`config.mk`:
```
export PLATFORM = sky130hd
export DESIGN_NAME = ysyx_22050019_rd_arbiter
export DESIGN_NICKNAME = d
export VERILOG_FILES = /design/src/rtl/ysyx_22050019_rd_arbiter.sv
export SDC_FILE = /design/constraint.sdc
export NUM_CORES = 1
export LEC_CHECK = 0
export BUFFER_PORTS_ARGS = -buffer_cell sky130_fd_sc_hd__buf_2
export CAP_MARGIN = 20
export CORE_AREA = 2 2 158 160
export CTS_CLUSTER_SIZE = 14
export DETAILED_ROUTE_END_ITERATION = 12
export DIE_AREA = 0 0 160 162
export GPL_ROUTABILITY_DRIVEN = 0
export MAX_ROUTING_LAYER = met4
export RECOVER_POWER = 25
export SYNTH_ARGS = -nofsm -noshare
export SYNTH_HDL_FRONTEND = slang
export SYNTH_SLANG_ARGS = --single-unit
```
`constraint.sdc`:
```
create_clock -name clk -period 1.5 [get_ports clk]
set_input_delay 0.075 -clock clk [delete_from_list [all_inputs] [get_ports clk]]
set_output_delay 0.075 -clock clk [all_outputs]
set_load 0.01 [all_outputs]
```
`src/rtl/ysyx_22050019_rd_arbiter.sv`:
```
// Two-master read arbiter: round-robin grant between icache (m0) and dcache (m1)
// onto a single AR/R bus, one outstanding transaction at a time.
module ysyx_22050019_rd_arbiter #(
    parameter int R_ADDR_WIDTH = 64,
    parameter int R_DATA_WIDTH = 64
) (
    input  logic                    clk,
    input  logic                    rst,
    // master 0: icache miss port
    input  logic                    m0_ar_valid_i,
    output logic                    m0_ar_ready_o,
    input  logic [R_ADDR_WIDTH-1:0] m0_ar_addr_i,
    output logic                    m0_r_valid_o,
    input  logic                    m0_r_ready_i,
    output logic [1:0]              m0_r_resp_o,
    output logic [R_DATA_WIDTH-1:0] m0_r_data_o,
    // master 1: dcache/LSU read port
    input  logic                    m1_ar_valid_i,
    output logic                    m1_ar_ready_o,
    input  logic [R_ADDR_WIDTH-1:0] m1_ar_addr_i,
    output logic                    m1_r_valid_o,
    input  logic                    m1_r_ready_i,
    output logic [1:0]              m1_r_resp_o,
    output logic [R_DATA_WIDTH-1:0] m1_r_data_o,
    // downstream bus
    output logic                    s_ar_valid_o,
    input  logic                    s_ar_ready_i,
    output logic [R_ADDR_WIDTH-1:0] s_ar_addr_o,
    input  logic                    s_r_valid_i,
    output logic                    s_r_ready_o,
    input  logic [1:0]              s_r_resp_i,
    input  logic [R_DATA_WIDTH-1:0] s_r_data_i
);
    typedef enum logic [1:0] {S_IDLE, S_AR, S_R} state_e;

    state_e                  state_q, state_d;
    logic                    last_q, last_d;
    logic                    gnt_q, gnt_d;
    logic                    ar_valid_q, ar_valid_d;
    logic [R_ADDR_WIDTH-1:0] ar_addr_q, ar_addr_d;

    logic any_req, sel, in_idle, in_r, r0_sel, r1_sel;

    assign any_req = m0_ar_valid_i | m1_ar_valid_i;
    // On a tie the master that did not win last time is picked.
    assign sel     = (m0_ar_valid_i & m1_ar_valid_i) ? ~last_q : m1_ar_valid_i;
    assign in_idle = ~rst & (state_q == S_IDLE);
    assign in_r    = ~rst & (state_q == S_R);
    assign r0_sel  = in_r & ~gnt_q;
    assign r1_sel  = in_r & gnt_q;

    assign m0_ar_ready_o = in_idle & any_req & ~sel;
    assign m1_ar_ready_o = in_idle & any_req & sel;

    assign s_r_ready_o  = (r0_sel & m0_r_ready_i) | (r1_sel & m1_r_ready_i);
    assign m0_r_valid_o = r0_sel & s_r_valid_i;
    assign m1_r_valid_o = r1_sel & s_r_valid_i;
    assign m0_r_data_o  = r0_sel ? s_r_data_i : '0;
    assign m1_r_data_o  = r1_sel ? s_r_data_i : '0;
    assign m0_r_resp_o  = r0_sel ? s_r_resp_i : 2'b00;
    assign m1_r_resp_o  = r1_sel ? s_r_resp_i : 2'b00;

    assign s_ar_valid_o = ar_valid_q;
    assign s_ar_addr_o  = ar_addr_q;

    always_comb begin
        state_d    = state_q;
        last_d     = last_q;
        gnt_d      = gnt_q;
        ar_valid_d = ar_valid_q;
        ar_addr_d  = ar_addr_q;
        case (state_q)
            S_IDLE: begin
                if (any_req) begin
                    gnt_d      = sel;
                    ar_addr_d  = sel ? m1_ar_addr_i : m0_ar_addr_i;
                    ar_valid_d = 1'b1;
                    state_d    = S_AR;
                end
            end
            S_AR: begin
                if (ar_valid_q && s_ar_ready_i) begin
                    ar_valid_d = 1'b0;
                    state_d    = S_R;
                end
            end
            S_R: begin
                if (s_r_valid_i && s_r_ready_o) begin
                    last_d  = gnt_q;
                    state_d = S_IDLE;
                end
            end
            default: state_d = S_IDLE;
        endcase
    end

    always_ff @(posedge clk) begin
        if (rst) begin
            state_q    <= S_IDLE;
            last_q     <= 1'b1;
            gnt_q      <= 1'b0;
            ar_valid_q <= 1'b0;
            ar_addr_q  <= '0;
        end else begin
            state_q    <= state_d;
            last_q     <= last_d;
            gnt_q      <= gnt_d;
            ar_valid_q <= ar_valid_d;
            ar_addr_q  <= ar_addr_d;
        end
    end
endmodule

```
==> out/results.ini, run 1 <==
[sta]
period_needed_ns=1.852
hold_violations=0
maxSlewViolCount=0
worst_pin_slew_ns=0.5299
rsz0062_at_grt=true
skew_ns=0.005974
min_period_over_period_pct=123.5
hold_ws_ns=0.01747
fmax_ghz=0.5399
fin_ws_ns=-0.3521
slew_headroom_pct=64.67
setup_viol=164

[clock_network]
cts_num_sinks=69
clk_pin_slew_ns=0.06
cts_inserted_buffers=9
cts.path.max_buffers=2
worstSkewPairLatency_ns=0.34
htree_levels=3
cts_tree=done
cts_root_buffer=clkbuf_16

[global_routing]
grt_first_pass_wirelength_um=31990
grt_usage_pct=16.85
antenna_found_initial=7
grt_max_degree=72
overflow=0
grt_pass1_vias=5237

[finish]
area_growth_pct=72.66
drive_above_1_share_pct=55.46
seqCellArea_mm2=0.001384
multi_input_area_mm2=0.002859
utilization_pct=32.13
nFillCells=2609
fin_cells=1287
final_nets=1158

[synthesis]
ys_top_cells_by_area=dfxtp_1 31%, a311oi_2 20%, and2_1 19%, nand2_1 11%, a21oi_1 7.5%
synth_mux_area_share_pct=0.4463
synth_top_cell_by_area=dfxtp_1
yosysSeqAreaShare_pct=30.79
synth_top_family_by_area=simple AND/OR/NAND/NOR gates
synthAdderAreaFrac_pct=0
synth-xor-area-share_pct=0
postSynthAreaPerCell_um2=8.215
synthesis.area_mm2=0.004486
yosys_warnings=0
synth_simple_gate_area_share_pct=31.77
synth_top_area_share_pct=30.79
yosys_register_bits=69
ys_types=25
synth-compound-area-share_pct=29.23
synthesis.nets=748
synth_cells=546

[floorplan]
io_pins=404
placementRows=57
die_area_mm2=0.02592
fp.dieH_um=162
die_x_um=160
coreArea_mm2=0.02411
initial_utilization_pct=18.61

[run_status]
status=finished, violations left
violations=negative setup slack

[routing]
drc=0
routed_wl_um=24410
antenna_left=0
firstDrtPassIters=6
vias=5669
wl_per_cell_um=18.96
via_per_inst=4.405
drtIter0Drc=244

[worst_setup_path]
critical_path.max_fanout=8
critical_path_class=flip-flop to output port
startpoint_type=flip-flop
worstPathArrival_ns=1.78
cp-end-kind=output port
crit_required_ns=1.42

[power_and_ir_drop]
power_mw=6.181
power_frac_seq_pct=35.1
clkPwrFrac_pct=32.3
p_leak_nw=3.888
ir_drop_v=0.0004114
internal_power_mw=4.116
powerDensity_mw_per_mm2=798.0
p_sw_share_pct=33.41
power_frac_comb_pct=32.6
switchingPower_mw=2.065

[placed_design]
placedCellCount=1238
port_buffers=403
dp_hpwl_um=17980
dp_slack_ns=0.03032

[job]
cap_viol_max_count=0

[worst_hold_path]
min_path_type=input pin to flip-flop

## final timing paths
check	start	to	slack, ns	cells after the start
worst max-delay path	state_q[0]	m1_r_data_o[27]	-0.35	6
worst min-delay path	m0_ar_addr_i[40]	s_ar_addr_o[40]	0.02	3
worst max register to register	state_q[0]	s_ar_addr_o[54]	-0.03	7
worst min register to register	s_ar_addr_o[27]	s_ar_addr_o[27]	0.51	2
## critical path: stages, from the launching register on
cell and delay [ns]:
dfxtp_2 0.32, or3b_4 0.43, nor2_4 0.11, buf_6 0.16, buf_8 0.16, and2_1 0.14
buf_2 0.12
## Yosys cell counts
| master | count |
|---|---|
| and2_1 | 135 |
| nand2_1 | 132 |
| dfxtp_1 | 69 |
| a21oi_1 | 67 |
| a311oi_2 | 60 |
| clkbuf_1 | 31 |
| buf_6 | 14 |
| buf_2 | 11 |
| a311oi_1 | 4 |
| nor2_1 | 3 |
| buf_4 | 2 |
| mux2i_1 | 2 |
| nand3_1 | 2 |
| nor2_4 | 2 |
| nor3_1 | 2 |
| a21bo_2 | 1 |
| a21boi_2 | 1 |
| a21o_1 | 1 |
| inv_1 | 1 |
| nor2b_1 | 1 |
| nor3b_1 | 1 |
| o21ai_0 | 1 |
| o22ai_1 | 1 |
| or2_1 | 1 |
| or3b_4 | 1 |
## timing repair
item,in CTS,in global routing
pin swaps,3,12
buffers inserted,0,11
cloned,0,13
endpoints found under the setup margin,137,182
hold buffers,7,0
gates resized for setup,14,39
hold endpoints to repair,5,0
## registers in the layout, summed over array words and instances (netlist names)
name	cells
s_ar_addr_o	64
state_q	2
gnt_q	1
last_q	1
s_ar_valid_o	1
## layout by cell type, fill, tap and decap left out, types with 2 or more instances in the layout
| cell | count |
|---|---|
| a21oi_1 | 67 |
| a311oi_1 | 4 |
| a311oi_2 | 60 |
| and2_1 | 124 |
| and2_4 | 13 |
| buf_12 | 11 |
| buf_2 | 369 |
| buf_4 | 20 |
| buf_6 | 20 |
| buf_8 | 2 |
| clkbuf_1 | 18 |
| clkbuf_16 | 16 |
| clkinv_2 | 2 |
| clkinvlp_4 | 3 |
| dfxtp_1 | 67 |
| dfxtp_2 | 2 |
| diode_2 | 2 |
| dlygate4sd3_1 | 7 |
| inv_6 | 2 |
| mux2i_1 | 2 |
| nand2_1 | 131 |
| nand3_1 | 2 |
| nor2_4 | 4 |
| nor3_4 | 2 |
## power groups by stage
| stage | registers [mW] | logic [mW] | clock network (mW) |
|---|---|---|---|
| after global placement | 2.20 | 1.77 | 0 |
| after floorplan | 2.30 | 0.870 | 0 |
| final | 2.17 | 2.02 | 2.00 |
| after CTS | 2.16 | 1.82 | 2.06 |
| after global routing | 2.19 | 2.17 | 2.12 |
| after detailed placement | 2.20 | 1.79 | 0 |
## metal layers
metal | track usage [%] | share of wire (%)
met1 | 18.09 | 38
met2 | 31.92 | 54
met3 | 3.039 | 5.3
met4 | 4.382 | 1.9
met5 | - | 0
## stage by stage
stage / TNS [ns] / area (µm²)
2_1_floorplan: 0 / 4486
3_3_place_gp: 0 / 6869
3_5_place_dp: 0 / 6869
4_1_cts: -41.54 / 7271
5_1_grt: -54.50 / 7745
6_report: -41.63 / 7745
## final cells by class
| cell class | count | share of cell area, % |
|---|---|---|
| Timing Repair Buffer | 455 | 36.32 |
| Tap cell | 324 | 5.234 |
| Antenna cell | 2 | 0.06462 |
| Sequential cell | 69 | 17.87 |
| Clock buffer | 9 | 2.908 |
| Multi-Input combinational cell | 420 | 36.91 |
| Inverter | 1 | 0.04847 |
| Clock inverter | 7 | 0.6462 |
## cells by family (layout without fill, tap and decap cells)
group           Yosys count  count (layout)
flops                    69              69
mux                       2               2
simple gates            280             282
other cells               0               2
buf+inv                  59             472
compound gates          136             136
Note: power is estimated with default switching activity, not from simulation.
==> run 2, diff against run 1 <==
--- a/config.mk
+++ b/config.mk
@@ -18,2 +18,3 @@
 export SYNTH_HDL_FRONTEND = slang
 export SYNTH_SLANG_ARGS = --single-unit
+export TNS_END_PERCENT = 30
==> constraint.sdc (replaced) <==
create_clock -name clk -period 1.5 [get_ports clk]
set_input_delay 0.075 -clock clk [delete_from_list [all_inputs] [get_ports clk]]
set_output_delay 0.075 -clock clk [all_outputs]
set_load 0.02 [all_outputs]
==> out/results.ini, run 2 (same netlist as run 1, synthesis figures left out) <==
[finish]
fin_cells=1269  ; was 1287
largest_reg_flops=64  ; unchanged
area_growth_pct=73.72  ; was 72.66%
utilization_pct=32.33  ; was 32.13%
final_common_cell=buf_2  ; unchanged
final_cell_mix=259 x buf_2, 131 x nand2_1, 114 x and2_1, 109 x buf_4  ; was 369 x buf_2, 131 x nand2_1, 124 x and2_1, 67 x a21oi_1, 67 x dfxtp_1
final_nets=1141  ; was 1158
drive_above_1_share_pct=55.19  ; was 55.46%

[floorplan]
die_area_mm2=0.02592  ; unchanged
fp.dieH_um=162  ; unchanged
die_x_um=160  ; unchanged
placementRows=57  ; unchanged
io_pins=404  ; unchanged
initial_utilization_pct=18.61  ; unchanged
coreArea_mm2=0.02411  ; unchanged

[clock_network]
cts.path.max_buffers=2  ; unchanged
htree_levels=3  ; unchanged
clk_pin_slew_ns=0.07  ; was 0.06 ns
worstSkewPairLatency_ns=0.34  ; about the same
cts_root_buffer=clkbuf_16  ; unchanged
cts_inserted_buffers=9  ; unchanged
cts_num_sinks=69  ; unchanged
cts_tree=done  ; unchanged

[worst_hold_path]
worstHoldEndpoint=s_ar_addr_o[23]  ; was s_ar_addr_o[40]
whs_path_depth=3  ; unchanged
min_path_type=input pin to flip-flop  ; unchanged
min_from=m0_ar_addr_i[23]  ; was m0_ar_addr_i[40]

[power_and_ir_drop]
p_leak_nw=3.738  ; was 3.888 nW
powerDensity_mw_per_mm2=790.1  ; was 798.0 mW/mm²
ir_drop_v=0.0004943  ; was 0.0004114 V

[worst_setup_path]
crit_required_ns=1.42  ; about the same
cpMaxStageDelayCell=or3b_4  ; unchanged
cp-end-kind=output port  ; unchanged
worstPathArrival_ns=1.78  ; about the same
ff2ff_setup_slack_ns=-0.01  ; was -0.03 ns
cpPeakStageDelay_ns=0.42  ; was 0.43 ns
r2r_start=state_q[0]  ; unchanged
critical_path.max_fanout=12  ; was 8
startpoint_type=flip-flop  ; unchanged
r2r-end=s_ar_addr_o[20]  ; was s_ar_addr_o[54]
critical_path_class=flip-flop to output port  ; unchanged
reg2reg_depth=5  ; was 7
crit_path_cell_trace=or3b_4 -> nor2_4 -> buf_6 -> buf_12 -> and2_1 -> buf_4  ; was or3b_4 -> nor2_4 -> buf_6 -> buf_8 -> and2_1 -> buf_2

[routing]
firstDrtPassIters=4  ; was 6
antenna_left=0  ; unchanged
vias=5600  ; was 5669
via_per_inst=4.413  ; was 4.405
drtIter0Drc=275  ; was 244
wl_per_cell_um=18.17  ; was 18.96 µm
routed_wl_um=23060  ; was 24410 µm
drc=0  ; unchanged

[global_routing]
grt_max_degree=72  ; unchanged
overflow=0  ; unchanged
antenna_found_initial=5  ; was 7
grt_first_pass_wirelength_um=32330  ; was 31990 µm
grt_pass1_vias=5343  ; was 5237
grt_usage_pct=16.93  ; was 16.85%

[sta]
maxSlewViolCount=0  ; unchanged
hold_ws_ns=0.01577  ; was 0.01747 ns
rsz0062_at_grt=true  ; unchanged
period_needed_ns=1.857  ; was 1.852 ns
slew_headroom_pct=63.35  ; was 64.67%
setup_viol=139  ; was 164
min_period_over_period_pct=123.8  ; was 123.5%
hold_violations=0  ; unchanged
fin_ws_ns=-0.3568  ; was -0.3521 ns
skew_ns=0.007582  ; was 0.005974 ns
fmax_ghz=0.5386  ; was 0.5399 GHz
worst_pin_slew_ns=0.5497  ; was 0.5299 ns

[placed_design]
placedCellCount=1239  ; was 1238
dp_hpwl_um=17920  ; was 17980 µm
port_buffers=403  ; unchanged

[job]
cap_viol_max_count=0  ; unchanged

[run_status]
status=finished, violations left  ; unchanged
violations=negative setup slack  ; unchanged

[run 2: worst max path at each step]
stage,from,end,slack [ns],cells after the start
6_report,state_q[0],m0_r_data_o[21],-0.36,6
3_3_place_gp,state_q[1],m0_r_data_o[57],0.02,5
2_1_floorplan,state_q[1],m0_ar_ready_o,0.03,4
4_1_cts,state_q[0],m0_r_data_o[60],-0.36,5
3_5_place_dp,state_q[1],m0_r_data_o[60],0.01,5
5_1_grt,state_q[1],m0_r_data_o[31],-0.44,6
[run 2: power by group]
| part | switching (mW) | total, mW | internal [mW] |
|---|---|---|---|
| Clock | 0.862 | 1.98 | 1.12 |
| Sequential | 0.114 | 2.17 | 2.05 |
| Combinational | 1.20 | 2.00 | 0.804 |
| Total | 2.18 | 6.16 | 3.98 |
[run 2: timing repair]
item                                   in CTS  in global routing
pin swaps                                   2                 25
gates resized for setup                   141                 43
gates cloned                                0                  2
endpoints found under the hold margin       6                  0
setup endpoints to repair                 137                184
setup buffers                               0                  2
hold buffers                                9                  0
[run 2: critical path: cells and delay by family, from the launching register on]
| family | cells | cell delay (ns) |
|---|---|---|
| and+or+nand+nor | 3 | 0.69 |
| DFF | 1 | 0.31 |
| buffers and inverters | 3 | 0.42 |
[run 2: layout make-up]
cell class | count | area (µm²)
clock inverter | 7 | 52.55
inverter | 1 | 3.754
antenna | 1 | 2.502
timing repair buffer | 440 | 2846
multi-input combinational | 418 | 2873
sequential | 69 | 1384
clock buffer | 9 | 225.2
tap | 324 | 405.4
fill | 2566 | 16310
[run 2: routing by layer]
| metal | wire [µm] | GRT usage [%] | share of wire (%) |
|---|---|---|---|
| met3 | 1187 | 2.860 | 5.1 |
| met4 | 875 | 6.921 | 3.8 |
| met5 | 0 | - | 0 |
| met1 | 8755 | 18.13 | 38 |
| met2 | 12240 | 31.09 | 53 |
[run 2: per-stage QoR]
stage	cell area (µm²)	setup WS (ns)	setup TNS, ns	total power, mW
2_1_floorplan	4486	0.02671	0	3.347
3_3_place_gp	6864	0.02179	0	4.155
3_5_place_dp	6864	0.01028	0	4.171
4_1_cts	7615	-0.3612	-41.95	6.245
5_1_grt	7790	-0.4357	-54.52	6.480
6_report	7792	-0.3568	-41.28	6.157
==> run 3, diff against run 2 <==
- BUFFER_PORTS_ARGS: -buffer_cell sky130_fd_sc_hd__buf_2 -> -buffer_cell sky130_fd_sc_hd__buf_4
==> out/results.ini, run 3 (same netlist as run 1, synthesis figures left out) <==
[clock_network]
cts_tree=done  ; unchanged
cts_num_sinks=69  ; unchanged
cts_inserted_buffers=9  ; unchanged
cts_root_buffer=clkbuf_16  ; unchanged
clk_pin_slew_ns=0.06  ; was 0.07 ns
cts.path.max_buffers=2  ; unchanged
htree_levels=3  ; unchanged
worstSkewPairLatency_ns=0.34  ; about the same

[floorplan]
initial_utilization_pct=18.61  ; unchanged
die_x_um=160  ; unchanged
die_area_mm2=0.02592  ; unchanged
io_pins=404  ; unchanged
coreArea_mm2=0.02411  ; unchanged
placementRows=57  ; unchanged
fp.dieH_um=162  ; unchanged

[worst_setup_path]
reg2reg_depth=5  ; unchanged
r2r-end=s_ar_addr_o[28]  ; was s_ar_addr_o[20]
ff2ff_setup_slack_ns=0.04  ; was -0.01 ns
cpMaxStageDelayCell=or3b_4  ; unchanged
worstPathArrival_ns=1.80  ; was 1.78 ns
crit_required_ns=1.42  ; about the same
r2r_start=state_q[1]  ; was state_q[0]
critical_path_class=flip-flop to output port  ; unchanged
cp-end-kind=output port  ; unchanged
crit_buf_inv=3  ; unchanged
critical_path.max_fanout=9  ; was 12
startpoint_type=flip-flop  ; unchanged
crit_path_cell_trace=or3b_4 -> nor2_4 -> buf_12 -> clkbuf_16 -> and2_1 -> buf_6  ; was or3b_4 -> nor2_4 -> buf_6 -> buf_12 -> and2_1 -> buf_4
crit_family=simple AND/OR/NAND/NOR gates  ; unchanged
cpPeakStageDelay_ns=0.41  ; was 0.42 ns

[sta]
setup_tns_ns=-41.97  ; was -41.28 ns
slew_headroom_pct=64.62  ; was 63.35%
setup_viol=136  ; was 139
skew_ns=0.008097  ; was 0.007582 ns
hold_violations=0  ; unchanged
fmax_ghz=0.5347  ; was 0.5386 GHz
min_period_over_period_pct=124.7  ; was 123.8%
worst_pin_slew_ns=0.5307  ; was 0.5497 ns
rsz0062_at_grt=true  ; unchanged
maxSlewViolCount=0  ; unchanged
period_needed_ns=1.870  ; was 1.857 ns
fin_ws_ns=-0.3703  ; was -0.3568 ns

[finish]
final_common_cell=buf_4  ; was buf_2
drive_above_1_share_pct=55.99  ; was 55.19%
multi_input_area_mm2=0.002859  ; was 0.002873 mm²
final_nets=1140  ; was 1141
nFillCells=2524  ; was 2566
largest_reg_flops=64  ; unchanged
fin_cells=1271  ; was 1269
seqCellArea_mm2=0.001384  ; unchanged
final_cell_mix=321 x buf_4, 131 x nand2_1, 110 x and2_1, 80 x buf_6  ; was 259 x buf_2, 131 x nand2_1, 114 x and2_1, 109 x buf_4
area_growth_pct=93.53  ; was 73.72%

[run_status]
status=finished, violations left  ; unchanged
violations=negative setup slack  ; unchanged

[power_and_ir_drop]
p_leak_nw=3.973  ; was 3.738 nW
power_mw=6.697  ; was 6.157 mW
powerDensity_mw_per_mm2=771.5  ; was 790.1 mW/mm²
ir_drop_v=0.0005315  ; was 0.0004943 V

[worst_hold_path]
worstHoldEndpoint=s_ar_addr_o[26]  ; was s_ar_addr_o[23]
whs_path_depth=3  ; unchanged
min_path_type=input pin to flip-flop  ; unchanged
min_from=m0_ar_addr_i[26]  ; was m0_ar_addr_i[23]

[placed_design]
port_buffers=403  ; unchanged
dp_hpwl_um=18410  ; was 17920 µm
placedCellCount=1239  ; unchanged

[global_routing]
grt_use_met1_pct=19.03  ; was 18.13%
grt_max_degree=72  ; unchanged
grt_first_pass_wirelength_um=33800  ; was 32330 µm
use_met3_pct=4.162  ; was 2.860%
grt-busiest-layer=met2  ; unchanged
gr-usage-met2_pct=30.68  ; was 31.09%
grt_usage_pct=17.77  ; was 16.93%
antenna_found_initial=4  ; was 5
overflow=0  ; unchanged
grt_pass1_vias=5473  ; was 5343

[routing]
antenna_left=0  ; unchanged
firstDrtPassIters=4  ; unchanged
drc=0  ; unchanged
wl_per_cell_um=19.35  ; was 18.17 µm
routed_wl_um=24590  ; was 23060 µm
via_per_inst=4.400  ; was 4.413
drtIter0Drc=239  ; was 275
vias=5592  ; was 5600

[job]
cap_viol_max_count=0  ; unchanged

-- run 3: cell types whose count changed in the layout (fill, tap and decap cells not counted), moves of 3 or more --
cell,delta
clkinv_4,-4
buf_2,-259
and2_1,-4
and2_4,+4
diode_2,+3
buf_6,+49
clkinvlp_4,+3
buf_4,+212
dlygate4sd3_1,-4
-- run 3: worst register-to-register path, stage by stage (launching register included) --
cell	delay [ns]
dfxtp_2	0.31
buf_4	0.14
nor2_4	0.18
buf_4	0.32
a21oi_1	0.11
a311oi_1	0.30
-- run 3: per-layer routing --
layer / part of all wire, % / vias up
li1: - / 2661
met1: 38 / 2633
met2: 53 / 258
met3: 5.7 / 40
met4: 3.6 / 0
met5: 0 / -
-- run 3: worst max-delay path by stage --
stage	cells past startpoint	to	start
floorplan	4	m0_ar_ready_o	state_q[1]
global placement	5	m0_r_data_o[53]	state_q[0]
detailed placement	5	m1_r_data_o[23]	state_q[0]
CTS	5	m1_r_data_o[23]	state_q[0]
global route	6	m1_r_data_o[4]	state_q[1]
finish	6	m1_r_data_o[4]	state_q[1]
-- run 3: per-stage QoR --
step | worst slack [ns] | instance area [µm²] | util, % | hold slack (ns)
after floorplan | 0.02671 | 4486 | - | 0.2349
after global placement | 0.04394 | 7858 | 32.60 | 0.3543
after detailed placement | 0.01247 | 7858 | 32.60 | 0.3651
after CTS | -0.3695 | 8393 | 34.82 | 0.0004989
after global routing | -0.4509 | 8681 | 36.01 | 0.01218
final | -0.3703 | 8681 | 36.01 | 0.02423
-- run 3: final cells by class --
class,instances,area share (%)
Sequential cell,69,15.94
Clock inverter,7,1.139
Timing Repair Buffer,439,42.56
Clock buffer,9,2.594
Tap cell,324,4.670
Multi-Input combinational cell,418,32.93
Antenna cell,4,0.1153
Inverter,1,0.04324
-- run 3: what timing repair did --
action / in CTS / in global routing
resized for setup: 43 / 69
pin swaps: 0 / 10
hold buffers: 5 / 0
endpoints found under the hold margin: 4 / 0
setup endpoints to repair: 137 / 201
setup buffers: 0 / 1
cloned: 0 / 6
-- run 3: power breakdown --
part | switching [mW] | internal, mW | total [mW] | leakage (nW)
clock | 0.881 | 1.46 | 2.34 | 0.144
sequential | 0.116 | 2.05 | 2.17 | 0.574
combinational | 1.19 | 0.998 | 2.18 | 3.25
total | 2.18 | 4.51 | 6.70 | 3.97
